$ cat config.mk
export PLATFORM = sky130hd
export DESIGN_NAME = layer_index_sequencer_flat
export DESIGN_NICKNAME = d
export VERILOG_FILES = /design/src/rtl/layer_index_sequencer_if.sv /design/src/rtl/layer_index_sequencer.sv /design/src/flat_wrapper.sv
export SDC_FILE = /design/constraint.sdc
export NUM_CORES = 1
export LEC_CHECK = 0
export CAP_MARGIN = 20
export CELL_PAD_IN_SITES_DETAIL_PLACEMENT = 0
export CELL_PAD_IN_SITES_GLOBAL_PLACEMENT = 1
export CORE_AREA = 10 10 96 64
export DETAILED_ROUTE_END_ITERATION = 6
export DIE_AREA = 0 0 106 74
export PLACE_DENSITY_LB_ADDON = 0.12
export SLEW_MARGIN = 10
export SYNTH_ARGS = -nofsm -noshare
export SYNTH_HDL_FRONTEND = slang
export SYNTH_SLANG_ARGS = --single-unit
$ cat constraint.sdc
create_clock -name clk -period 2.1 [get_ports clk]
set_input_delay 0.63 -clock clk [delete_from_list [all_inputs] [get_ports clk]]
set_output_delay 0.63 -clock clk [all_outputs]
set_load 0.005 [all_outputs]
$ cat src/rtl/layer_index_sequencer_if.sv
// Bundle of the handshake and address signals between the layer control FSM
// (master) and the layer index sequencer (slave).
interface layer_index_sequencer_if #(
    parameter int IN_W   = 10,
    parameter int OUT_W  = 4,
    parameter int ADDR_W = 13
);
    logic              start;
    logic              en;
    logic              abort;
    logic              busy;
    logic              valid;
    logic [IN_W-1:0]   in_idx;
    logic [OUT_W-1:0]  out_idx;
    logic [ADDR_W-1:0] addr;
    logic              last_in;
    logic              last_out;
    logic              done;

    modport master (
        output start, en, abort,
        input  busy, valid, in_idx, out_idx, addr, last_in, last_out, done
    );

    modport slave (
        input  start, en, abort,
        output busy, valid, in_idx, out_idx, addr, last_in, last_out, done
    );
endinterface

$ cat src/rtl/layer_index_sequencer.sv
// Two-level nested index sequencer for fully-connected layers.
// The inner index walks inputs and the outer index walks neurons. A flat
// weight-ROM address is kept incrementally, so no multiplier is needed.
// Optional feature macro: SEQ_STALL_CNT_EN adds stall_cnt_o, a saturating
// count of RUN cycles spent with en low.
module layer_index_sequencer #(
    parameter int IN_COUNT  = 784,
    parameter int OUT_COUNT = 10,
    parameter int IN_W      = 10,
    parameter int OUT_W     = 4,
    parameter int ADDR_W    = 13
) (
    input  logic                        clk,
    input  logic                        rst,
`ifdef SEQ_STALL_CNT_EN
    output logic [15:0]                 stall_cnt_o,
`endif
    layer_index_sequencer_if.slave      bus
);

    typedef enum logic [0:0] {
        ST_IDLE = 1'b0,
        ST_RUN  = 1'b1
    } state_t;

    state_t            state_q, state_d;
    logic [IN_W-1:0]   in_idx_q, in_idx_d;
    logic [OUT_W-1:0]  out_idx_q, out_idx_d;
    logic [ADDR_W-1:0] addr_q, addr_d;
    logic              done_q, done_d;
    logic              run_s;
    logic              last_in_s;
    logic              last_out_s;

    // Beat flags derive from registered state and are gated by valid.
    always_comb begin
        run_s      = (state_q == ST_RUN);
        last_in_s  = run_s & (in_idx_q == IN_W'(IN_COUNT - 1));
        last_out_s = run_s & (out_idx_q == OUT_W'(OUT_COUNT - 1));
    end

    // Next-state logic: start/abort handshake and beat advance on en.
    always_comb begin
        state_d   = state_q;
        in_idx_d  = in_idx_q;
        out_idx_d = out_idx_q;
        addr_d    = addr_q;
        done_d    = 1'b0;
        case (state_q)
            ST_IDLE: begin
                if (bus.start && !bus.abort) begin
                    state_d = ST_RUN;
                end else begin
                    state_d = ST_IDLE;
                end
            end
            ST_RUN: begin
                if (bus.abort) begin
                    // Cancel takes priority over a beat and never signals done.
                    state_d   = ST_IDLE;
                    in_idx_d  = {IN_W{1'b0}};
                    out_idx_d = {OUT_W{1'b0}};
                    addr_d    = {ADDR_W{1'b0}};
                end else if (bus.en) begin
                    if (last_in_s && last_out_s) begin
                        state_d   = ST_IDLE;
                        in_idx_d  = {IN_W{1'b0}};
                        out_idx_d = {OUT_W{1'b0}};
                        addr_d    = {ADDR_W{1'b0}};
                        done_d    = 1'b1;
                    end else if (last_in_s) begin
                        in_idx_d  = {IN_W{1'b0}};
                        out_idx_d = out_idx_q + OUT_W'(1);
                        addr_d    = addr_q + ADDR_W'(1);
                    end else begin
                        in_idx_d  = in_idx_q + IN_W'(1);
                        addr_d    = addr_q + ADDR_W'(1);
                    end
                end else begin
                    // Stall: hold every index so no beat is lost or repeated.
                    state_d = ST_RUN;
                end
            end
            default: begin
                state_d   = ST_IDLE;
                in_idx_d  = {IN_W{1'b0}};
                out_idx_d = {OUT_W{1'b0}};
                addr_d    = {ADDR_W{1'b0}};
            end
        endcase
    end

    // State and index registers with asynchronous active-low reset.
    always_ff @(posedge clk or negedge rst) begin
        if (!rst) begin
            state_q   <= ST_IDLE;
            in_idx_q  <= {IN_W{1'b0}};
            out_idx_q <= {OUT_W{1'b0}};
            addr_q    <= {ADDR_W{1'b0}};
            done_q    <= 1'b0;
        end else begin
            state_q   <= state_d;
            in_idx_q  <= in_idx_d;
            out_idx_q <= out_idx_d;
            addr_q    <= addr_d;
            done_q    <= done_d;
        end
    end

`ifdef SEQ_STALL_CNT_EN
    logic [15:0] stall_cnt_q, stall_cnt_d;

    // Stall counter: cleared on an accepted start, saturating while RUN sees en low.
    always_comb begin
        stall_cnt_d = stall_cnt_q;
        if (state_q == ST_IDLE) begin
            if (bus.start && !bus.abort) begin
                stall_cnt_d = 16'h0000;
            end else begin
                stall_cnt_d = stall_cnt_q;
            end
        end else if (!bus.en && (stall_cnt_q != 16'hFFFF)) begin
            stall_cnt_d = stall_cnt_q + 16'h0001;
        end else begin
            stall_cnt_d = stall_cnt_q;
        end
    end

    // Stall counter register.
    always_ff @(posedge clk or negedge rst) begin
        if (!rst) begin
            stall_cnt_q <= 16'h0000;
        end else begin
            stall_cnt_q <= stall_cnt_d;
        end
    end

    assign stall_cnt_o = stall_cnt_q;
`endif

    assign bus.busy     = run_s;
    assign bus.valid    = run_s;
    assign bus.in_idx   = in_idx_q;
    assign bus.out_idx  = out_idx_q;
    assign bus.addr     = addr_q;
    assign bus.last_in  = last_in_s;
    assign bus.last_out = last_out_s;
    assign bus.done     = done_q;

endmodule

$ cat src/flat_wrapper.sv
// flat-port wrapper written by rule: the top's interface ports become plain ports
module layer_index_sequencer_flat 
#(
    parameter int IN_COUNT  = 784,
    parameter int OUT_COUNT = 10,
    parameter int IN_W      = 10,
    parameter int OUT_W     = 4,
    parameter int ADDR_W    = 13
)
  (clk, rst, bus_start, bus_en, bus_abort, bus_busy, bus_valid, bus_in_idx, bus_out_idx, bus_addr, bus_last_in, bus_last_out, bus_done);
  layer_index_sequencer_if #(.IN_W(IN_W), .OUT_W(OUT_W), .ADDR_W(ADDR_W)) bus_i ();
  input  logic clk;
  input  logic rst;
  input wire logic [$bits(bus_i.start)-1:0] bus_start;
  input wire logic [$bits(bus_i.en)-1:0] bus_en;
  input wire logic [$bits(bus_i.abort)-1:0] bus_abort;
  output wire logic [$bits(bus_i.busy)-1:0] bus_busy;
  output wire logic [$bits(bus_i.valid)-1:0] bus_valid;
  output wire logic [$bits(bus_i.in_idx)-1:0] bus_in_idx;
  output wire logic [$bits(bus_i.out_idx)-1:0] bus_out_idx;
  output wire logic [$bits(bus_i.addr)-1:0] bus_addr;
  output wire logic [$bits(bus_i.last_in)-1:0] bus_last_in;
  output wire logic [$bits(bus_i.last_out)-1:0] bus_last_out;
  output wire logic [$bits(bus_i.done)-1:0] bus_done;
  assign bus_i.start = bus_start;
  assign bus_i.en = bus_en;
  assign bus_i.abort = bus_abort;
  assign bus_busy = bus_i.busy;
  assign bus_valid = bus_i.valid;
  assign bus_in_idx = bus_i.in_idx;
  assign bus_out_idx = bus_i.out_idx;
  assign bus_addr = bus_i.addr;
  assign bus_last_in = bus_i.last_in;
  assign bus_last_out = bus_i.last_out;
  assign bus_done = bus_i.done;
  layer_index_sequencer #(.IN_COUNT(IN_COUNT), .OUT_COUNT(OUT_COUNT), .IN_W(IN_W), .OUT_W(OUT_W), .ADDR_W(ADDR_W)) u_core (.clk(clk), .rst(rst), .bus(bus_i));
endmodule
==> impl_results.md, run 1 <==
- Fin. max-slew vios: 0
- Crit-path leading delay family: buffers and inverters
- Skew-Pair Late Insertion Delay: roughly 280 ps
- Register area: a little over 700 um2
- Post-synth top area share: roughly 45%
- Post-Place Cells: between 200 and 300
- Crit path DAT: roughly 1400 ps
- Peak supply drop: roughly 430 uV
- Worst Setup Path Type: flop to primary output
- CP required: 1470 ps
- Area growth, synth to finish: 45.6%
- Switching power: about 0.42 mW
- Post-synthesis cell area: 1600 um2
- I/O pin total: 37
- Fin util: a little over half
- Wire length per cell: approximately 15 um
- Register share of total power: a little over two fifths
- Site row count: 19
- Cell mode on critical path: buf_4
- Final ANT Viol Nets: 0
- Final wirelength: about 4.5 mm
- Diode count: 0
- Fmax: a little under 500 MHz
- Detailed Place HPWL: between 3 and 4 mm
- Worst setup margin: between 70 and 80 ps
- Fraction of layout cells with a size suffix above 1: between 20 and 25%
- Residual DRC count: 0
- Nets: 239
- DP Worst Slack: -63.2 ps
- Hold Buf Count CTS: 0
- Hold Vio Cnt, Final: 0
- GR Util All Layers: 12.3%
- Critical path buffers and inverters: 3
- Post-Route Skew: 4.00 ps
- Power density over the cells: around 650 nW/um2
- P_leak: approximately 1.0 nW
- Pwr Total: around 1.5 mW
- CP max FO: 5
- Outcome: finished, final reports clean
- Post-synth top flop: dfrtp_1
- Seq cells post-synth: 29
- RSZ-0062 raised after global routing: no
- Post-synth EDFFs: 0
- Tmin final: slightly above 2000 ps
- Count leader, synth: dfrtp_1
- Syn. warnings: 0
- DR pass1 iterations: 4
- Clock Sinks: 29
- Core area: around 4400 um2
- First-pass GRT wire length: 7.59 mm
- Port Buf Inserts: 36
- Via count: around 1500
- Design area: 2330 um2
- FILL cells: around 430
- DRT iter0 DRCs: just over 70
- CP Cell Sequence: buf_4 -> buf_4 -> clkdlybuf4s50_1
- Synth area leaders: dfrtp_1 45%, nor2_1 5.9%, xnor2_1 4.9%
- Initial Utilization: approximately 36%
- Largest area contributor in the netlist: dfrtp_1
- Clock slew at the register clock pins of the worst setup and hold paths: ~70 ps
- Total CTS buffers: 5
- Sw frac: approximately 28%
- Die X-Extent: roughly 110 um
- Post-DP Area: ~2200 um2
- Post-synthesis cell count: 165
- Antenna violations before repair: 0
- Syn Nets: 174
- RePlAce Congestion: about 0.76
- Synth top cells by count: 29 x dfrtp_1, 25 x nor2_1, 16 x nand2_1, 9 x xnor2_1, 8 x nand3_1
- Post-Layout Cell Count: between 200 and 300
- Number of global-route vias before repair: 1481
- H-tree depth: 2
- Die Height: about 74 um
- TritonCTS clock tree: built
- Async set or reset register ratio after synthesis: 100%
- Clock Tree Root: clkbuf_8
- Area taken by multi-input logic gates: 828 um2
- Slew headroom: about two thirds
- Largest net degree at the start of global routing: 30
- Die area: between 7000 and 8000 um2
- Slowest CP cell: clkdlybuf4s50_1
- Via-to-Cell Ratio: slightly below 5
- Crit end category: primary output
- Comb pwr share: between 20% and 30%
- Worst Tran Pin Value: 488 ps
- CP max stage delay: 450 ps
- Crit path launch type: flop
- Setup violations, final: 0
- Syn avg cell area: between 9 and 10 um2
- Max Cap Viol: 0
- Total grt overflow: 0
- Cell variety after synth: 44
- Hold crit path type: flop to flop
- Cell internal pwr: approximately 1.1 mW
- Max clock buf depth: 2
- Clock Power Share: between 30% and 40%
- Final worst-path cycle share: 96.6%
- Post-synthesis sequential area ratio: 45.3%
-- area by class of cell --
class,instances,area share (%)
Tap cell,63,3.38
Multi-Input combinational cell,126,35.6
Inverter,3,0.483
Clock buffer,7,4.14
Timing Repair Buffer,65,25.1
Sequential cell,29,31.1
Clock inverter,1,0.215
-- worst register-to-register path, delay by kind of cell (launching register included) --
family / cells / cell delay, ps
AOI/OAI and AO/OA: 1 / 80
and+or+nand+nor: 3 / 770
adders and majority gates: 1 / 200
DFF: 1 / 400
buffers and inverters: 1 / 180
-- power by group through the flow --
| stage | Sequential [mW] | Clock [mW] | Combinational, mW |
|---|---|---|---|
| floorplan | 0.672 | 0 | 0.114 |
| global placement | 0.661 | 0 | 0.316 |
| CTS | 0.655 | 0.528 | 0.329 |
| global route | 0.664 | 0.554 | 0.374 |
| finish | 0.657 | 0.512 | 0.338 |
| detailed placement | 0.665 | 0 | 0.320 |
-- logic make-up after synthesis --
family,synth area share [%]
DFF,45.3
xor gates and xnor gates,8.21
muxes,1.88
and+or+nand+nor,27.9
AOI/OAI and AO/OA,10.2
adders and majority gates,3.13
buffers and inverters,3.36
-- cells in the final DEF (no fill, tap or decap), types with 2 or more instances in the layout --
cell,instances
clkbuf_8,7
buf_4,28
nand2b_1,2
nor3_1,4
and4b_4,2
nor4_1,6
mux2i_1,3
o21ai_0,3
inv_1,3
clkdlybuf4s50_1,34
nand4_1,7
nor2_1,25
and3_4,2
xnor2_1,9
nor2b_1,2
and4_1,3
dfrtp_1,29
nand3_1,8
xor2_1,6
ha_1,3
nand2_1,16
a21oi_1,2
o211ai_1,2
-- path summary, 6_finish.rpt --
| kind | start | to | slack (ps) | depth (start not counted) |
|---|---|---|---|---|
| worst min-delay path | u_core.bus.addr[12]$_DFFE_PN0P_ | u_core.bus.addr[12]$_DFFE_PN0P_ | 570 | 2 |
| worst max register to register | u_core.bus.in_idx[1]$_DFFE_PN0P_ | u_core.bus.out_idx[0]$_DFFE_PN0P_ | 380 | 6 |
| worst min register to register | u_core.bus.addr[12]$_DFFE_PN0P_ | u_core.bus.addr[12]$_DFFE_PN0P_ | 570 | 2 |
| worst max-delay path | u_core.bus.in_idx[0]$_DFFE_PN0P_ | bus_in_idx[0] | 70 | 3 |
| max in group asynchronous | rst | u_core.bus.in_idx[8]$_DFFE_PN0P_ | 1080 | 2 |
| min in group asynchronous | rst | u_core.bus.addr[11]$_DFFE_PN0P_ | 740 | 2 |
-- metrics by stage --
step / hold WS [ps] / setup TNS (ps)
2_1_floorplan: 334 / 0
3_3_place_gp: 536 / -18.4
3_5_place_dp: 553 / -338
4_1_cts: 571 / 0
5_1_grt: 601 / 0
6_report: 573 / 0
-- timing repair --
| action | 4_1_cts | 5_1_grt |
|---|---|---|
| pin swaps | 0 | 1 |
| resized for setup | 5 | 1 |
| setup endpoints to repair | 2 | 1 |
| endpoints found under the hold margin | 0 | 0 |
| buffers inserted | 2 | 2 |
-- metal layers --
layer	track usage, %	vias up	share of wire [%]
li1	-	714	-
met4	4.19	0	0.60
met3	5.09	2	7.6
met2	17.1	34	41
met5	0	-	0
met1	16.8	703	51
-- sequential cells by signal (all words and copies together) (netlist names) --
register / cells
u_core.bus.out_idx: 4
u_core.bus.busy: 1
u_core.bus.addr: 13
u_core.bus.done: 1
u_core.bus.in_idx: 10
No activity file was read; power rests on OpenSTA's default activity.
==> inputs of run 2 (changes only) <==
--- a/config.mk
+++ b/config.mk
@@ -8,9 +8,10 @@
 export CAP_MARGIN = 20
 export CELL_PAD_IN_SITES_DETAIL_PLACEMENT = 0
 export CELL_PAD_IN_SITES_GLOBAL_PLACEMENT = 1
-export CORE_AREA = 10 10 96 64
+export CORE_AREA = 10 10 93 62
 export DETAILED_ROUTE_END_ITERATION = 6
-export DIE_AREA = 0 0 106 74
+export DIE_AREA = 0 0 103 72
+export MAX_ROUTING_LAYER = met4
 export PLACE_DENSITY_LB_ADDON = 0.12
 export SLEW_MARGIN = 10
 export SYNTH_ARGS = -nofsm -noshare
==> constraint.sdc (replaced) <==
create_clock -name clk -period 2.4 [get_ports clk]
set_input_delay 0.72 -clock clk [delete_from_list [all_inputs] [get_ports clk]]
set_output_delay 0.72 -clock clk [all_outputs]
set_load 0.005 [all_outputs]
==> run 2 against run 1 <==
  * Clock skew increased by 0.89 ps
  * Critical path depth increased by 1
  * Worst hold slack got worse by 3.5 ps
  * Critical endpoint is now bus_last_in
==> impl_results.md, run 2 (synthesis results as in run 1) <==
- DP Worst Slack: 110 ps (+174 ps)
- Post-DP Area: 2080 um2 (-5.4%)
- Fin util: 55.1% (+2.4 points)
- Fraction of layout cells with a size suffix above 1: 17.4% (-5.2 points)
- Fin. max-slew vios: 0 (unchanged)
- Hold Slack: 569 ps (-3.52 ps)
- FILL cells: 355 (-18%)
- Area taken by multi-input logic gates: 827 um2 (-0.15%)
- Worst R2R Path Depth: 7 (+1)
- Peak supply drop: 384 uV (-9.7%)
- Worst setup margin: 199 ps (+127 ps)
- Worst reg2reg path endpoint: u_core.bus.addr[10]$_DFFE_PN0P_
- Clock Tree Root: clkbuf_8
- Site row count: 18 (-1)
- Max reg flops: 13 (unchanged)
- Most frequent cells in the layout: 34 x clkdlybuf4s50_1, 27 x dfrtp_1, 25 x nor2_1
- Most common cell after layout, fill and taps aside: clkdlybuf4s50_1
- DR pass1 iterations: 4 (unchanged)
- Final ANT Viol Nets: 0 (unchanged)
- Initial Utilization: 39.5% (+3.3 points)
- Via count: 1370 (-5.7%)
- Number of global-route vias before repair: 1403 (-5.3%)
- Crit path launch type: flop
- Via-to-Cell Ratio: 5.09 (+3.1%)
- I/O pin total: 37 (unchanged)
- Worst Tran Pin Value: 505 ps (+17.4 ps)
- Residual DRC count: 0 (unchanged)
- Total CTS buffers: 5 (unchanged)
- H-tree depth: 2 (unchanged)
- Antenna violations before repair: 0 (unchanged)
- Worst r2r src: u_core.bus.out_idx[1]$_DFFE_PN0P_
- GR Util All Layers: 12.6% (+0.34 points)
- Final worst-path cycle share: around 92%
- Register area: 728 um2 (+0.34%)
- Register-to-register setup slack: 640 ps (+260 ps)
- CP required: 1680 ps (+210 ps)
- Min-delay src: u_core.bus.addr[1]$_DFFE_PN0P_
- Worst Setup Path Type: flop to primary output
- Critical path buffers and inverters: 1 (-2)
- Pwr Total: 1.37 mW (-9.1%)
- Skew-Pair Late Insertion Delay: 280 ps (about the same)
- Hold Vio Cnt, Final: 0 (unchanged)
- CP max stage delay: 390 ps (-60 ps)
- Detailed Place HPWL: 3.21 mm (-4.5%)
- DRT iter0 DRCs: 78 (+9.9%)
- Post-Layout Cell Count: 269 (-8.5%)
- Nets: 227 (-5.0%)
- Final wirelength: 4.30 mm (-3.7%)
- Slowest CP cell: dfrtp_1
- Post-Place Cells: 257 (-8.9%)
- Crit-path leading delay family: flip-flops
- TritonCTS clock tree: built
- Crit path DAT: 1480 ps (+80 ps)
- Design area: 2230 um2 (-4.1%)
- CP Cell Sequence: ha_1 -> and3_1 -> and3_4 -> dlygate4sd2_1
- Diode count: 0 (unchanged)
- Wire length per cell: 16.0 um (+5.3%)
- Min-Delay Endpoint: u_core.bus.addr[1]$_DFFE_PN0P_
- Clock slew at the register clock pins of the worst setup and hold paths: 60 ps (about the same)
- P_leak: 0.989 nW (-3.8%)
- Worst Hold Path Cells: 2 (unchanged)
- Tmin final: around 2200 ps
- Slew headroom: 66.2% (-1.2 points)
- Clock Sinks: 29 (unchanged)
- Die Height: 72 um (-2.7%)
- CP max FO: 2 (-3)
- RSZ-0062 raised after global routing: no
- Max clock buf depth: 2 (unchanged)
- Post-Route Skew: 4.89 ps (+0.890 ps)
- Port Buf Inserts: 36 (unchanged)
- Hold Buf Count CTS: 0 (unchanged)
- RePlAce Congestion: 0.769 (+1.6%)
- Crit end category: primary output
- Core area: 4050 um2 (-8.3%)
- Setup TNS: 0 ps (unchanged)
- Setup violations, final: 0 (unchanged)
- Outcome: finished, final reports clean
- Total grt overflow: 0 (unchanged)
- Max Cap Viol: 0 (unchanged)
- Fmax: approximately 450 MHz
- First-pass GRT wire length: 7.22 mm (-4.9%)
- Area growth, synth to finish: 39.6%
- Power density over the cells: 613 nW/um2 (-5.2%)
- Die area: 7420 um2 (-5.5%)
- Hold crit path type: flop to flop
- Die X-Extent: 103 um (-2.8%)
- Largest net degree at the start of global routing: 30 (unchanged)
-- run 2: power breakdown --
group	switching, mW	leakage [nW]	total, mW	internal (mW)
clock	0.186	0.0585	0.525	0.338
combinational	0.125	0.547	0.270	0.146
sequential	0.0473	0.384	0.575	0.528
-- run 2: tightest hold or removal path: stages (launching register included) --
cell     delay [ps]
dfrtp_1         410
nand2_1          70
nand2_1          60
-- run 2: worst max-delay path by stage --
stage | from | to | cells past startpoint | slack (ps)
after global routing | u_core.bus.in_idx[0]$_DFFE_PN0P_ | bus_last_in | 4 | 150
after global placement | bus_abort | u_core.bus.addr[10]$_DFFE_PN0P_ | 5 | 150
after detailed placement | bus_abort | u_core.bus.in_idx[9]$_DFFE_PN0P_ | 6 | 110
final | u_core.bus.in_idx[0]$_DFFE_PN0P_ | bus_last_in | 4 | 200
after CTS | u_core.bus.out_idx[1]$_DFFE_PN0P_ | bus_last_out | 4 | 50
after floorplan | u_core.bus.in_idx[0]$_DFFE_PN0P_ | bus_last_in | 4 | 540
-- run 2: cell type report --
cell class / count / area share, %
multi-input combinational: 126 / 37.0
sequential: 29 / 32.6
timing repair buffer: 53 / 21.9
clock buffer: 7 / 3.86
tap: 50 / 2.80
clock inverter: 1 / 1.34
inverter: 3 / 0.504
-- run 2: per-layer routing --
metal | global-route usage [%] | vias up | part of all wire, %
li1 | - | 690 | -
met1 | 17.2 | 650 | 53
met2 | 16.9 | 23 | 41
met3 | 4.16 | 7 | 4.6
met4 | 4.30 | 0 | 1.3
met5 | - | - | 0
-- run 2: what timing repair did --
item                                   in CTS  in global routing
gates resized for setup                     4                  1
endpoints found under the hold margin       0                  0
setup endpoints to repair                   2                  1
setup buffers                               4                  0
pin swaps                                   1                  0
==> inputs of run 3 (changes only) <==
--- a/config.mk
+++ b/config.mk
@@ -11,6 +11,7 @@
 export CORE_AREA = 10 10 93 62
 export DETAILED_ROUTE_END_ITERATION = 6
 export DIE_AREA = 0 0 103 72
+export GPL_ROUTABILITY_DRIVEN = 1
 export MAX_ROUTING_LAYER = met4
 export PLACE_DENSITY_LB_ADDON = 0.12
 export SLEW_MARGIN = 10
==> constraint.sdc (replaced) <==
create_clock -name clk -period 2.4 [get_ports clk]
set_input_delay 0.72 -clock clk [delete_from_list [all_inputs] [get_ports clk]]
set_output_delay 0.72 -clock clk [all_outputs]
set_load 0.05 [all_outputs]
==> run 3 against run 2 <==
  * Sequential share of layout area grew 1.5 points
  * Clock power down 31%
  * First-iteration DRC count down 23%
  * Total power fell by 3.2%
  * Die area is the same
  * Flip-flop and latch count unchanged
  * Via count about the same
  * Critical path type unchanged
  * Final cell count decreased by 4.1%
  * Clock skew up 4.8 ps
  * Setup slack got worse by 120 ps
==> impl_results.md, run 3 (synthesis results as in run 1) <==
- Outcome: finished, final reports clean
- Wire length per cell: 16.4 um (+2.4%)
- Max clock buf depth: 2 (unchanged)
- Nets: 218 (-4.0%)
- Via-to-Cell Ratio: 5.31 (+4.2%)
- Clock Tree Root: clkbuf_8
- H-tree depth: 2 (unchanged)
- Via count: 1369 (-0.073%)
- Final ANT Viol Nets: 0 (unchanged)
- Area taken by multi-input logic gates: 822 um2 (-0.61%)
- DRT iter0 DRCs: 60 (-23%)
- Hold Buf Count CTS: 0 (unchanged)
- Antenna violations before repair: 0 (unchanged)
- Slew headroom: 65.0% (-1.2 points)
- RSZ-0062 raised after global routing: no
- Setup violations, final: 0 (unchanged)
- Most frequent cells in the layout: 32 x clkdlybuf4s50_1, 29 x dfrtp_1, 25 x nor2_1
- Most common cell after layout, fill and taps aside: clkdlybuf4s50_1
- Crit end category: primary output
- Tmin final: 2320 ps (+117 ps)
- Total grt overflow: 0 (unchanged)
- First-pass GRT wire length: 6.89 mm (-4.5%)
- Crit-path leading delay family: buffers and inverters
- Clock slew at the register clock pins of the worst setup and hold paths: 60 ps (about the same)
- Power density over the cells: 622 nW/um2 (+1.5%)
- Worst Tran Pin Value: 523 ps (+17.9 ps)
- Die X-Extent: 103 um (unchanged)
- Worst reg2reg path endpoint: u_core.bus.out_idx[0]$_DFFE_PN0P_
- Final worst-path cycle share: 96.6% (+4.9 points)
- Worst path depth: 1 (-3)
- Crit path launch type: flop
- Detailed Place HPWL: 3.07 mm (-4.5%)
- Diode count: 0 (unchanged)
- Die Height: 72 um (unchanged)
- Core area: 4050 um2 (unchanged)
- GR Util All Layers: 12.1% (-0.57 points)
- Largest net degree at the start of global routing: 30 (unchanged)
- Worst r2r src: u_core.bus.in_idx[0]$_DFFE_PN0P_
- Total CTS buffers: 5 (unchanged)
- Residual DRC count: 0 (unchanged)
- Hold crit path type: flop to flop
- Area growth, synth to finish: 33.2%
- Fmax: 431 MHz (-5.1%)
- Register-to-register setup slack: 440 ps (-200 ps)
- Site row count: 18 (unchanged)
- Crit path DAT: 1600 ps (+120 ps)
- Max reg flops: 13 (unchanged)
- Fin. max-slew vios: 0 (unchanged)
- Final wirelength: 4.22 mm (-1.8%)
- Register area: 726 um2 (-0.34%)
- TritonCTS clock tree: built
- Slowest CP cell: clkdlybuf4s50_1
- FILL cells: 381 (+7.3%)
- RePlAce Congestion: 0.769 (about the same)
- Max Cap Viol: 0 (unchanged)
- Post-Layout Cell Count: 258 (-4.1%)
- Post-Route Skew: 9.68 ps (+4.79 ps)
- CP required: 1680 ps (about the same)
- Peak supply drop: 434 uV (+13%)
- Setup TNS: 0 ps (unchanged)
- Initial Utilization: 39.5% (unchanged)
- Number of global-route vias before repair: 1332 (-5.1%)
- I/O pin total: 37 (unchanged)
- Worst Setup Path Type: flop to primary output
- Die area: 7420 um2 (unchanged)
- Worst Hold Path Cells: 2 (unchanged)
- Critical path buffers and inverters: 1 (unchanged)
- CP max FO: 7 (+5)
- Crit path capture: bus_in_idx[4]
- DR pass1 iterations: 6 (+2)
- Fraction of layout cells with a size suffix above 1: 14.9% (-2.4 points)
- Port Buf Inserts: 36 (unchanged)
- Hold Vio Cnt, Final: 0 (unchanged)
- CP Cell Sequence: clkdlybuf4s50_1
- Post-Place Cells: 251 (-2.3%)
- CP max stage delay: 860 ps (+470 ps)
- CP Launch Point: u_core.bus.in_idx[4]$_DFFE_PN0P_
- Worst R2R Path Depth: 6 (-1)
- Skew-Pair Late Insertion Delay: 280 ps (about the same)
- Clock Sinks: 29 (unchanged)
- P_leak: 0.911 nW (-7.9%)
run 3: where the power goes:
part / switching (mW) / leakage, nW / internal [mW]
sequential: 0.0595 / 0.387 / 0.528
combinational: 0.251 / 0.484 / 0.126
clock: 0.172 / 0.0399 / 0.190
run 3: worst min-delay path by stage:
stage	from	to	slack, ps
global placement	u_core.bus.addr[12]$_DFFE_PN0P_	u_core.bus.addr[12]$_DFFE_PN0P_	530
finish	u_core.bus.addr[12]$_DFFE_PN0P_	u_core.bus.addr[12]$_DFFE_PN0P_	540
detailed placement	u_core.bus.addr[12]$_DFFE_PN0P_	u_core.bus.addr[12]$_DFFE_PN0P_	540
CTS	u_core.bus.addr[12]$_DFFE_PN0P_	u_core.bus.addr[12]$_DFFE_PN0P_	550
floorplan	rst	u_core.bus.addr[0]$_DFFE_PN0P_	420
global route	u_core.bus.addr[12]$_DFFE_PN0P_	u_core.bus.addr[12]$_DFFE_PN0P_	570
run 3: final cells by class:
class	instances	share of cell area (%)
clock inverter	1	0.235
clock buffer	5	3.23
inverter	3	0.528
multi-input combinational	126	38.6
sequential	29	34.1
tap	50	2.94
timing repair buffer	44	20.4
run 3: tightest hold or removal path, cell delays in order (launching register included):
cell and delay, ps:
dfrtp_1 350, xnor2_1 120, nor2_1 40
run 3: what timing repair did:
| action | 4_1_cts | 5_1_grt |
|---|---|---|
| setup buffers | 1 | 0 |
| gates resized for setup | 1 | 0 |
| endpoints found under the setup margin | 1 | 0 |
run 3: layer usage:
metal / up-vias / wire length, um / global-route usage, % / part of all wire [%]
met5: - / 0 / - / 0
met1: 658 / 2170 / 17.0 / 52
met2: 37 / 1760 / 16.0 / 42
met3: 4 / 250 / 4.07 / 5.9
li1: 670 / - / - / -
met4: 0 / 35 / 2.76 / 0.83
run 3: through the flow:
step           worst slack [ps]  instance area, um2  hold slack, ps  util [%]  power (mW)
2_1_floorplan               136                1600             424         -       0.826
5_1_grt                    25.5                2130             569      52.6        1.40
3_5_place_dp               77.5                2050             544      50.5       0.969
3_3_place_gp                118                2050             534      50.5       0.965
4_1_cts                    67.9                2130             548      52.6        1.34
6_report                   82.1                2130             540      52.6        1.33
